$ cat config.mk
export PLATFORM = sky130hd
export DESIGN_NAME = iu_hazard_unit_flat
export DESIGN_NICKNAME = d
export VERILOG_FILES = /design/src/rtl/iu_hazard_if.sv /design/src/rtl/iu_hazard_unit.sv /design/src/flat_wrapper.sv
export SDC_FILE = /design/constraint.sdc
export NUM_CORES = 1
export LEC_CHECK = 0
export CORE_ASPECT_RATIO = 0.8
export CORE_MARGIN = 2
export CORE_UTILIZATION = 48
export DETAILED_ROUTE_END_ITERATION = 8
export GPL_TIMING_DRIVEN = 0
export PLACE_DENSITY = 0.78
export SLEW_MARGIN = 20
export SYNTH_ARGS = -nofsm -noshare
export SYNTH_HDL_FRONTEND = slang
export SYNTH_SLANG_ARGS = --single-unit
$ cat constraint.sdc
create_clock -name clk -period 4.1 [get_ports clk]
set_input_delay 1.23 -clock clk [delete_from_list [all_inputs] [get_ports clk]]
set_output_delay 1.23 -clock clk [all_outputs]
set_load 0.03 [all_outputs]
$ cat src/rtl/iu_hazard_if.sv
// ID-stage <-> hazard unit signal bundle: issue request, operand reads,
// stall/forward response and writeback port.
interface iu_hazard_if #(
  parameter int RW = 5,
  parameter int LW = 2
);
  logic          hold;
  logic          id_valid;
  logic          id_wreg;
  logic [RW-1:0] id_rn;
  logic [LW-1:0] id_lat;
  logic [RW-1:0] id_rs;
  logic [RW-1:0] id_rt;
  logic          id_use_rs;
  logic          id_use_rt;
  logic          stall;
  logic [LW-1:0] fwda;
  logic [LW-1:0] fwdb;
  logic          w_valid;
  logic [RW-1:0] w_rn;

  modport master (
    output hold, id_valid, id_wreg, id_rn, id_lat, id_rs, id_rt, id_use_rs, id_use_rt,
    input  stall, fwda, fwdb, w_valid, w_rn
  );

  modport slave (
    input  hold, id_valid, id_wreg, id_rn, id_lat, id_rs, id_rt, id_use_rs, id_use_rt,
    output stall, fwda, fwdb, w_valid, w_rn
  );
endinterface

$ cat src/rtl/iu_hazard_unit.sv
// Hazard-detection / forwarding scoreboard over DEPTH post-ID stages.
// Define IU_HAZ_STATS_EN to add saturating stall/forward/hold counters.
module iu_hazard_unit #(
  parameter int NREG  = 32,
  parameter int RW    = 5,
  parameter int DEPTH = 3,
  parameter int LW    = 2
) (
  input  logic        clk,
  input  logic        clrn,
  iu_hazard_if.slave  bus
`ifdef IU_HAZ_STATS_EN
  ,
  output logic [31:0] stat_stall,
  output logic [31:0] stat_fwd,
  output logic [31:0] stat_hold
`endif
);

  typedef struct packed {
    logic          v;
    logic [RW-1:0] rn;
    logic [LW-1:0] lat;
  } entry_t;

  typedef entry_t [DEPTH:1] bank_t;

  typedef struct packed {
    logic          req;
    logic [LW-1:0] fwd;
  } look_t;

  bank_t  ent;
  entry_t new_e;
  look_t  look_a;
  look_t  look_b;
  logic   issue;

  // Scan oldest to youngest so the youngest matching producer overwrites.
  function automatic look_t lookup(input logic used, input logic [RW-1:0] r,
                                   input bank_t e);
    look_t res;
    res = '0;
    for (int k = DEPTH; k >= 1; k--) begin
      if (used && r != '0 && e[k].v && e[k].rn == r) begin
        res.req = (k < int'(e[k].lat));
        res.fwd = res.req ? '0 : LW'(k);
      end
    end
    return res;
  endfunction

  always_comb begin
    // NOTE: every always_comb output gets a default first so no path can infer a latch.
    new_e     = '0;
    new_e.v   = bus.id_wreg && bus.id_rn != '0 && int'(bus.id_rn) < NREG;
    new_e.rn  = bus.id_rn;
    if (bus.id_lat == '0)
      new_e.lat = LW'(1);
    else if (int'(bus.id_lat) > DEPTH)
      new_e.lat = LW'(DEPTH);
    else
      new_e.lat = bus.id_lat;
  end

  always_comb begin
    look_a = lookup(bus.id_use_rs, bus.id_rs, ent);
    look_b = lookup(bus.id_use_rt, bus.id_rt, ent);
  end

  assign bus.stall   = bus.id_valid & (look_a.req | look_b.req);
  assign bus.fwda    = look_a.fwd;
  assign bus.fwdb    = look_b.fwd;
  assign issue       = bus.id_valid & ~bus.stall & ~bus.hold;
  assign bus.w_valid = ent[DEPTH].v;
  assign bus.w_rn    = ent[DEPTH].rn;

  always_ff @(posedge clk) begin
    // NOTE: state uses non-blocking assignments so the shift reads pre-edge values.
    if (clrn) begin
      // NOTE: the whole bank is cleared, not just v, so w_rn reads 0 after reset.
      ent <= '0;
    end else if (!bus.hold) begin
      for (int k = DEPTH; k >= 2; k--)
        ent[k] <= ent[k-1];
      ent[1] <= issue ? new_e : '0;
    end
  end

`ifdef IU_HAZ_STATS_EN
  logic fwd_issue;
  assign fwd_issue = issue & ((bus.fwda != '0) | (bus.fwdb != '0));

  always_ff @(posedge clk) begin
    if (clrn) begin
      stat_stall <= '0;
      stat_fwd   <= '0;
      stat_hold  <= '0;
    end else begin
      if (bus.stall && !bus.hold && stat_stall != '1) stat_stall <= stat_stall + 32'd1;
      if (fwd_issue && stat_fwd != '1)                stat_fwd   <= stat_fwd + 32'd1;
      if (bus.hold && stat_hold != '1)                stat_hold  <= stat_hold + 32'd1;
    end
  end
`endif

endmodule

$ cat src/flat_wrapper.sv
// flat-port wrapper written by rule: the top's interface ports become plain ports
module iu_hazard_unit_flat 
#(
  parameter int NREG  = 32,
  parameter int RW    = 5,
  parameter int DEPTH = 3,
  parameter int LW    = 2
)
  (clk, clrn, bus_hold, bus_id_valid, bus_id_wreg, bus_id_rn, bus_id_lat, bus_id_rs, bus_id_rt, bus_id_use_rs, bus_id_use_rt, bus_stall, bus_fwda, bus_fwdb, bus_w_valid, bus_w_rn);
  iu_hazard_if #(.RW(RW), .LW(LW)) bus_i ();
  input  logic clk;
  input  logic clrn;
  input wire logic [$bits(bus_i.hold)-1:0] bus_hold;
  input wire logic [$bits(bus_i.id_valid)-1:0] bus_id_valid;
  input wire logic [$bits(bus_i.id_wreg)-1:0] bus_id_wreg;
  input wire logic [$bits(bus_i.id_rn)-1:0] bus_id_rn;
  input wire logic [$bits(bus_i.id_lat)-1:0] bus_id_lat;
  input wire logic [$bits(bus_i.id_rs)-1:0] bus_id_rs;
  input wire logic [$bits(bus_i.id_rt)-1:0] bus_id_rt;
  input wire logic [$bits(bus_i.id_use_rs)-1:0] bus_id_use_rs;
  input wire logic [$bits(bus_i.id_use_rt)-1:0] bus_id_use_rt;
  output wire logic [$bits(bus_i.stall)-1:0] bus_stall;
  output wire logic [$bits(bus_i.fwda)-1:0] bus_fwda;
  output wire logic [$bits(bus_i.fwdb)-1:0] bus_fwdb;
  output wire logic [$bits(bus_i.w_valid)-1:0] bus_w_valid;
  output wire logic [$bits(bus_i.w_rn)-1:0] bus_w_rn;
  assign bus_i.hold = bus_hold;
  assign bus_i.id_valid = bus_id_valid;
  assign bus_i.id_wreg = bus_id_wreg;
  assign bus_i.id_rn = bus_id_rn;
  assign bus_i.id_lat = bus_id_lat;
  assign bus_i.id_rs = bus_id_rs;
  assign bus_i.id_rt = bus_id_rt;
  assign bus_i.id_use_rs = bus_id_use_rs;
  assign bus_i.id_use_rt = bus_id_use_rt;
  assign bus_stall = bus_i.stall;
  assign bus_fwda = bus_i.fwda;
  assign bus_fwdb = bus_i.fwdb;
  assign bus_w_valid = bus_i.w_valid;
  assign bus_w_rn = bus_i.w_rn;
  iu_hazard_unit #(.NREG(NREG), .RW(RW), .DEPTH(DEPTH), .LW(LW)) u_core (.clk(clk), .clrn(clrn), .bus(bus_i));
endmodule
==> impl_metrics.env, run 1 <==
export IMPL_hpwl_um=2734
export IMPL_synth_ff_type="dfxtp_1"
export IMPL_ant_nets=0
export IMPL_synthesis_area_mm2=0.001381
export IMPL_wl_um=3756
export IMPL_start_kind="input port"
export IMPL_clockBufferDepth=2
export IMPL_cp_slowest_stage_delay_ns=0.56
export IMPL_netlist_area_leader_share_pct=31.88
export IMPL_place_inst=228
export IMPL_critPathCaptureType="output pin"
export IMPL_r2r_slack_ns=2.23
export IMPL_muxShareOfSynthArea_pct=11.59
export IMPL_synth_simple_area_share_pct=21.11
export IMPL_diodes=0
export IMPL_cp_max_fo=2
export IMPL_synth_top_family_by_area="simple AND/OR/NAND/NOR gates"
export IMPL_drtIter0Drc=70
export IMPL_clk_pin_slew_ns=0.12
export IMPL_place_gp_congestion=0.8433
export IMPL_hold_path_class="flop to flop"
export IMPL_die_area_mm2=0.003325
export IMPL_status="finished with violations"
export IMPL_grt_max_degree=12
export IMPL_synth_area_leaders="dfxtp_1 (32%), xnor2_1 (16%), mux2i_1 (12%)"
export IMPL_numPortBuffers=32
export IMPL_io_pins=35
export IMPL_routedWlPerCell_um=15.52
export IMPL_fin_tns_setup_ns=-0.2139
export IMPL_r2r_end="u_core.ent[4]$_SDFFE_PP0N_"
export IMPL_num_rows=17
export IMPL_tritoncts="done"
export IMPL_via_count=1314
export IMPL_synth_compound_area_share_pct=10.60
export IMPL_period_share_pct=102.7
export IMPL_drcViolationCount=0
export IMPL_hold_viol=0
export IMPL_finalNetCount=230
export IMPL_path_cells="buf_8, or4_4, o21ai_4, nor3_4, or4_4, mux2i_4, buf_6"
export IMPL_max_cap_violations=0
export IMPL_fin_util_pct=72.09
export IMPL_layout_setup_ws_ns=-0.1109
export IMPL_syn_area_per_cell_um2=8.743
export IMPL_holdPathStages=2
export IMPL_cp_common_cell="or4_4"
export IMPL_slowest_stage="or4_4"
export IMPL_synth_top_area_cell="dfxtp_1"
export IMPL_coreArea_mm2=0.002744
export IMPL_final_common_cell="xnor2_1"
export IMPL_synth_cells=158
export IMPL_track_usage_pct=24.54
export IMPL_powerDensity_mw_per_mm2=212.3
export IMPL_fin_cells=242
export IMPL_fp_dieH_um=51.98
export IMPL_place_area_mm2=0.001773
export IMPL_die_x_um=63.98
export IMPL_grt_pass1_wl_um=6147
export IMPL_cts_hold_buf=0
export IMPL_final_cell_mix="xnor2_1 (25), dfxtp_1 (22), nand2_1 (18), buf_4 (18), clkdlybuf4s50_1 (16)"
export IMPL_yosys_warnings=0
export IMPL_antenna_found_initial=0
export IMPL_first_global_vias=1289
export IMPL_nFillCells=197
export IMPL_rr_worst_depth=6
export IMPL_min_to="u_core.ent[0]$_SDFFE_PP0N_"
export IMPL_criticalPathCategory="input port to output pin"
export IMPL_worst_pin_slew_ns=0.7837
export IMPL_path_buf_inv=2
export IMPL_yosysSeqAreaShare_pct=31.88
export IMPL_htreeDepth=1
export IMPL_synth_xor_area_share_pct=19.02
export IMPL_synth_nets=182
export IMPL_rsz0062_at_grt="true"
export IMPL_async_reset_ff_share_pct=0
export IMPL_fin_skew_ns=0.003521
export IMPL_start_util_pct=50.34
export IMPL_cts_root_buf="clkbuf_4"
export IMPL_min_delay_start="u_core.ent[0]$_SDFFE_PP0N_"
export IMPL_ys_ff_latch=22
export IMPL_vias_per_cell=5.430
export IMPL_grt_overflow=0
export IMPL_slew_viol_final=0
export IMPL_ys_types=29
export IMPL_synth_fa_ha_area_share_pct=0
export IMPL_min_period_ns=4.211
export IMPL_crit_required_ns=2.87
export IMPL_first_pass_iters=4
export IMPL_layout_drive_gt1_share_pct=25.98
export IMPL_finalSetupViolations=2
export IMPL_clkLatencyLatePin_ns=0.31
export IMPL_cp_top_family="simple AND/OR/NAND/NOR gates"
export IMPL_synth_edf_count=0
export IMPL_stdcell_area_mm2=0.001978
export IMPL_synthToLayoutAreaGrowth_pct=43.21
export IMPL_total_leakage_power_nw=0.7442
export IMPL_fin_hold_ws_ns=0.5014
export IMPL_max_freq_mhz=237.5
export IMPL_failed_checks="negative setup slack"
export IMPL_cp_arrival_ns=2.98
export IMPL_slew_headroom_pct=47.75
export IMPL_r2r_start="u_core.ent[3]$_SDFFE_PP0N_"
export IMPL_peakVddDrop_v=0.0002126
export IMPL_cts_sinks=22
export IMPL_numCtsBuffers=3
metrics by stage:
| stage | power [mW] | setup WS, ns |
|---|---|---|
| after floorplan | 0.2743 | -0.03601 |
| after global placement | 0.3099 | -1.100 |
| after detailed placement | 0.3130 | -1.158 |
| after CTS | 0.4179 | -0.1305 |
| after global routing | 0.4388 | -0.1349 |
| final | 0.4200 | -0.1109 |
cells in the mapped netlist (4+ instances only):
cell,n
buf_4,5
clkbuf_1,4
dfxtp_1,22
mux2i_1,16
nand2_1,18
nand3_1,9
nand4_1,4
nor2_1,15
o32ai_1,8
or4_1,4
xnor2_1,26
xor2_1,4
routing by layer:
metal	wire length, um	part of all wire (%)	track usage, %	vias up
met5	0	0	0	-
met4	25	0.67	5.435	0
met3	177	4.7	4.545	2
met2	1863	50	44.10	32
met1	1690	45	30.71	634
li1	-	-	-	646
where the power goes:
part           internal (mW)  leakage [nW]  switching [mW]
Combinational         0.0503         0.552          0.0437
Clock                 0.0343        0.0138          0.0646
Sequential             0.219         0.178         0.00793
Total                  0.304         0.744           0.116
tightest hold or removal path, stage by stage, from the launching register on:
cell,delay (ns)
dfxtp_1,0.34
nand2_1,0.06
o32ai_1,0.07
state kept, by name, indices dropped and copies added (netlist names):
signal	cells
u_core.ent	16
u_core.bus.w_rn	5
u_core.bus.w_valid	1
timing repair:
item                                   CTS  global route
cloned                                   0             0
pin swaps                               11            10
setup endpoints to repair                5             5
resized for setup                       94             9
buffers inserted                         7             5
endpoints found under the hold margin    0             0
cell type report:
class / count / area, um2 / share of cell area [%]
clock buffer: 3 / 22.52 / 1.139
inverter: 1 / 3.754 / 0.1898
sequential: 22 / 440.4 / 22.26
buffer: 13 / 76.32 / 3.858
tap: 38 / 47.55 / 2.404
timing repair buffer: 43 / 412.9 / 20.87
multi-input combinational: 122 / 974.7 / 49.27
worst max-delay path by stage:
stage	start	to	slack, ns	cells after the start
6_report	bus_id_rs[2]	bus_fwda[0]	-0.11	7
5_1_grt	bus_id_rs[2]	bus_fwda[0]	-0.13	7
4_1_cts	bus_id_rs[2]	bus_fwda[0]	-0.13	7
2_1_floorplan	bus_id_rs[1]	bus_fwda[1]	-0.04	5
3_3_place_gp	bus_id_rs[1]	bus_fwda[0]	-1.10	7
3_5_place_dp	bus_id_rs[3]	bus_stall	-1.16	8
logic make-up after synthesis:
family / count (synthesis)
muxes: 16
xor gates and xnor gates: 30
AOI/OAI and AO/OA: 17
DFF: 22
buffers and inverters: 14
and+or+nand+nor: 59
Note: power is estimated with default switching activity, not from simulation.
==> inputs of run 2 (changes only) <==
--- a/config.mk
+++ b/config.mk
@@ -8,6 +8,7 @@
 export CORE_ASPECT_RATIO = 0.8
 export CORE_MARGIN = 2
 export CORE_UTILIZATION = 48
+export CTS_CLUSTER_DIAMETER = 50
 export DETAILED_ROUTE_END_ITERATION = 8
 export GPL_TIMING_DRIVEN = 0
 export PLACE_DENSITY = 0.78
==> results of run 2 <==
The final DEF is identical to that of run 1; final timing and power are the same.
==> inputs of run 3 (changes only) <==
--- a/config.mk
+++ b/config.mk
@@ -11,7 +11,7 @@
 export CTS_CLUSTER_DIAMETER = 50
 export DETAILED_ROUTE_END_ITERATION = 8
 export GPL_TIMING_DRIVEN = 0
-export PLACE_DENSITY = 0.78
+export PLACE_DENSITY = 0.75
 export SLEW_MARGIN = 20
 export SYNTH_ARGS = -nofsm -noshare
 export SYNTH_HDL_FRONTEND = slang
==> run 3 against run 2 <==
The run still ends with negative setup slack left. Clock power increased by 28%. Via count increased by 3.0%. Cell count is 0.41% higher. Clock skew grew 0.0038 ns. Wire length increased by 5.4%. Setup slack improved by 0.079 ns. Power grew 5.9%. Critical path depth stayed put. Worst hold slack improved by 0.030 ns. Sequential cell count did not move. First-iteration DRC count up 47%. Largest cell class unchanged. Largest power group unchanged.
==> impl_metrics.env, run 3 (synthesis results as in run 1) <==
export IMPL_status="finished with violations"
export IMPL_failed_checks="negative setup slack"
export IMPL_num_rows=17
export IMPL_max_freq_mhz=242.0
export IMPL_largest_reg_flops=16
export IMPL_largest_register="u_core.ent"
export IMPL_path_cells="buf_8, or4_4, o21ai_4, nor3_4, or4_4, mux2i_4, buf_6"
export IMPL_pre_cts_ws_ns=-1.172
export IMPL_cp_max_fo=2
export IMPL_fp_dieH_um=51.98
export IMPL_total_leakage_power_nw=0.7407
export IMPL_track_usage_pct=24.95
export IMPL_layout_setup_ws_ns=-0.03227
export IMPL_grt_pass1_wl_um=6306
export IMPL_io_pins=35
export IMPL_powerDensity_mw_per_mm2=224.8
export IMPL_fin_cells=243
export IMPL_stdcell_area_mm2=0.001978
export IMPL_min_period_ns=4.132
export IMPL_die_area_mm2=0.003325
export IMPL_hpwl_um=2685
export IMPL_grt_max_degree=13
export IMPL_crit_required_ns=2.87
export IMPL_peakVddDrop_v=0.0001512
export IMPL_clk_pin_slew_ns=0.13
export IMPL_numPortBuffers=32
export IMPL_start_util_pct=50.34
export IMPL_tritoncts="done"
export IMPL_htreeDepth=1
export IMPL_cts_root_buf="clkbuf_4"
export IMPL_fin_skew_ns=0.007360
export IMPL_diodes=0
export IMPL_critPathCaptureType="output pin"
export IMPL_nFillCells=208
export IMPL_seq_area_um2=440.4
export IMPL_hold_viol=0
export IMPL_layout_drive_gt1_share_pct=25.85
export IMPL_slowest_stage="or4_4"
export IMPL_final_common_cell="xnor2_1"
export IMPL_path_buf_inv=2
export IMPL_slew_headroom_pct=46.39
export IMPL_first_pass_iters=4
export IMPL_rsz0062_at_grt="true"
export IMPL_finalNetCount=230
export IMPL_cp_slowest_stage_delay_ns=0.56
export IMPL_cp_top_family="simple AND/OR/NAND/NOR gates"
export IMPL_place_inst=228
export IMPL_cp_common_cell="or4_4"
export IMPL_ant_nets=0
export IMPL_routedWlPerCell_um=16.28
export IMPL_multiInputGateArea_um2=968.4
export IMPL_drtIter0Drc=103
export IMPL_hold_path_class="flop to flop"
export IMPL_grt_overflow=0
export IMPL_clockBufferDepth=2
export IMPL_worst_pin_slew_ns=0.8041
export IMPL_coreArea_mm2=0.002744
export IMPL_criticalPathCategory="input port to output pin"
export IMPL_place_area_mm2=0.001773
export IMPL_numCtsBuffers=3
export IMPL_die_x_um=63.98
export IMPL_cts_hold_buf=0
export IMPL_antenna_found_initial=0
export IMPL_slew_viol_final=0
export IMPL_place_gp_congestion=0.8807
export IMPL_cts_sinks=22
export IMPL_final_cell_mix="xnor2_1 (25), dfxtp_1 (22), nand2_1 (18)"
export IMPL_period_share_pct=100.8
export IMPL_cp_arrival_ns=2.90
export IMPL_first_global_vias=1347
export IMPL_clkLatencyLatePin_ns=0.33
export IMPL_start_kind="input port"
export IMPL_wl_um=3957
export IMPL_finalSetupViolations=2
export IMPL_via_count=1353
export IMPL_fin_hold_ws_ns=0.5317
export IMPL_vias_per_cell=5.568
export IMPL_max_cap_violations=0
export IMPL_synthToLayoutAreaGrowth_pct=43.21
export IMPL_drcViolationCount=0
export IMPL_fin_util_pct=72.09
==> run 3: worst register-to-register path: stages (launching register included) <==
cell,delay [ns]
dfxtp_1,0.44
xnor2_1,0.15
nand4_1,0.19
or4_4,0.54
o2bb2ai_4,0.18
buf_4,0.18
o32ai_1,0.11
==> run 3: where the power goes <==
part	internal, mW	switching (mW)
Sequential	0.219	0.00772
Clock	0.0545	0.0729
Combinational	0.0471	0.0432
Total	0.321	0.124
==> run 3: metrics by stage <==
stage               setup TNS (ns)  total power [mW]
CTS                       -0.03247            0.4411
global route               -0.1437            0.4603
floorplan                 -0.03601            0.2743
detailed placement          -5.418            0.3124
finish                    -0.05162            0.4447
global placement            -5.169            0.3101
==> run 3: area by class of cell <==
class,count,share of cell area [%]
Sequential cell,22,22.26
Multi-Input combinational cell,122,48.96
Inverter,1,0.1898
Timing Repair Buffer,43,20.49
Tap cell,38,2.404
Buffer,13,3.858
Clock buffer,4,1.834
==> run 3: routing by layer <==
layer,track usage [%],routed length [um],up-vias
met5,0,0,-
met4,9.058,73,0
met3,6.494,217,11
met2,43.58,2016,46
met1,29.78,1649,648
li1,-,-,648
==> run 3: path summary, 6_finish.rpt <==
| path | from | endpoint | slack [ns] | cells after the start |
|---|---|---|---|---|
| hold / removal | u_core.ent[0]$_SDFFE_PP0N_ | u_core.ent[8]$_SDFFE_PP0N_ | 0.53 | 2 |
| setup reg to reg | u_core.ent[13]$_SDFFE_PP0N_ | u_core.ent[0]$_SDFFE_PP0N_ | 2.17 | 6 |
| setup / recovery | bus_id_rs[4] | bus_fwda[0] | -0.03 | 7 |
| hold reg to reg | u_core.ent[0]$_SDFFE_PP0N_ | u_core.ent[8]$_SDFFE_PP0N_ | 0.53 | 2 |
==> run 3: repair_timing <==
item                                    CTS  global route
gates resized for setup                  90             5
hold endpoints to repair                  0             0
endpoints found under the setup margin    5             5
pin swaps                                12             4
buffers inserted                          9             2
cloned                                    0             0
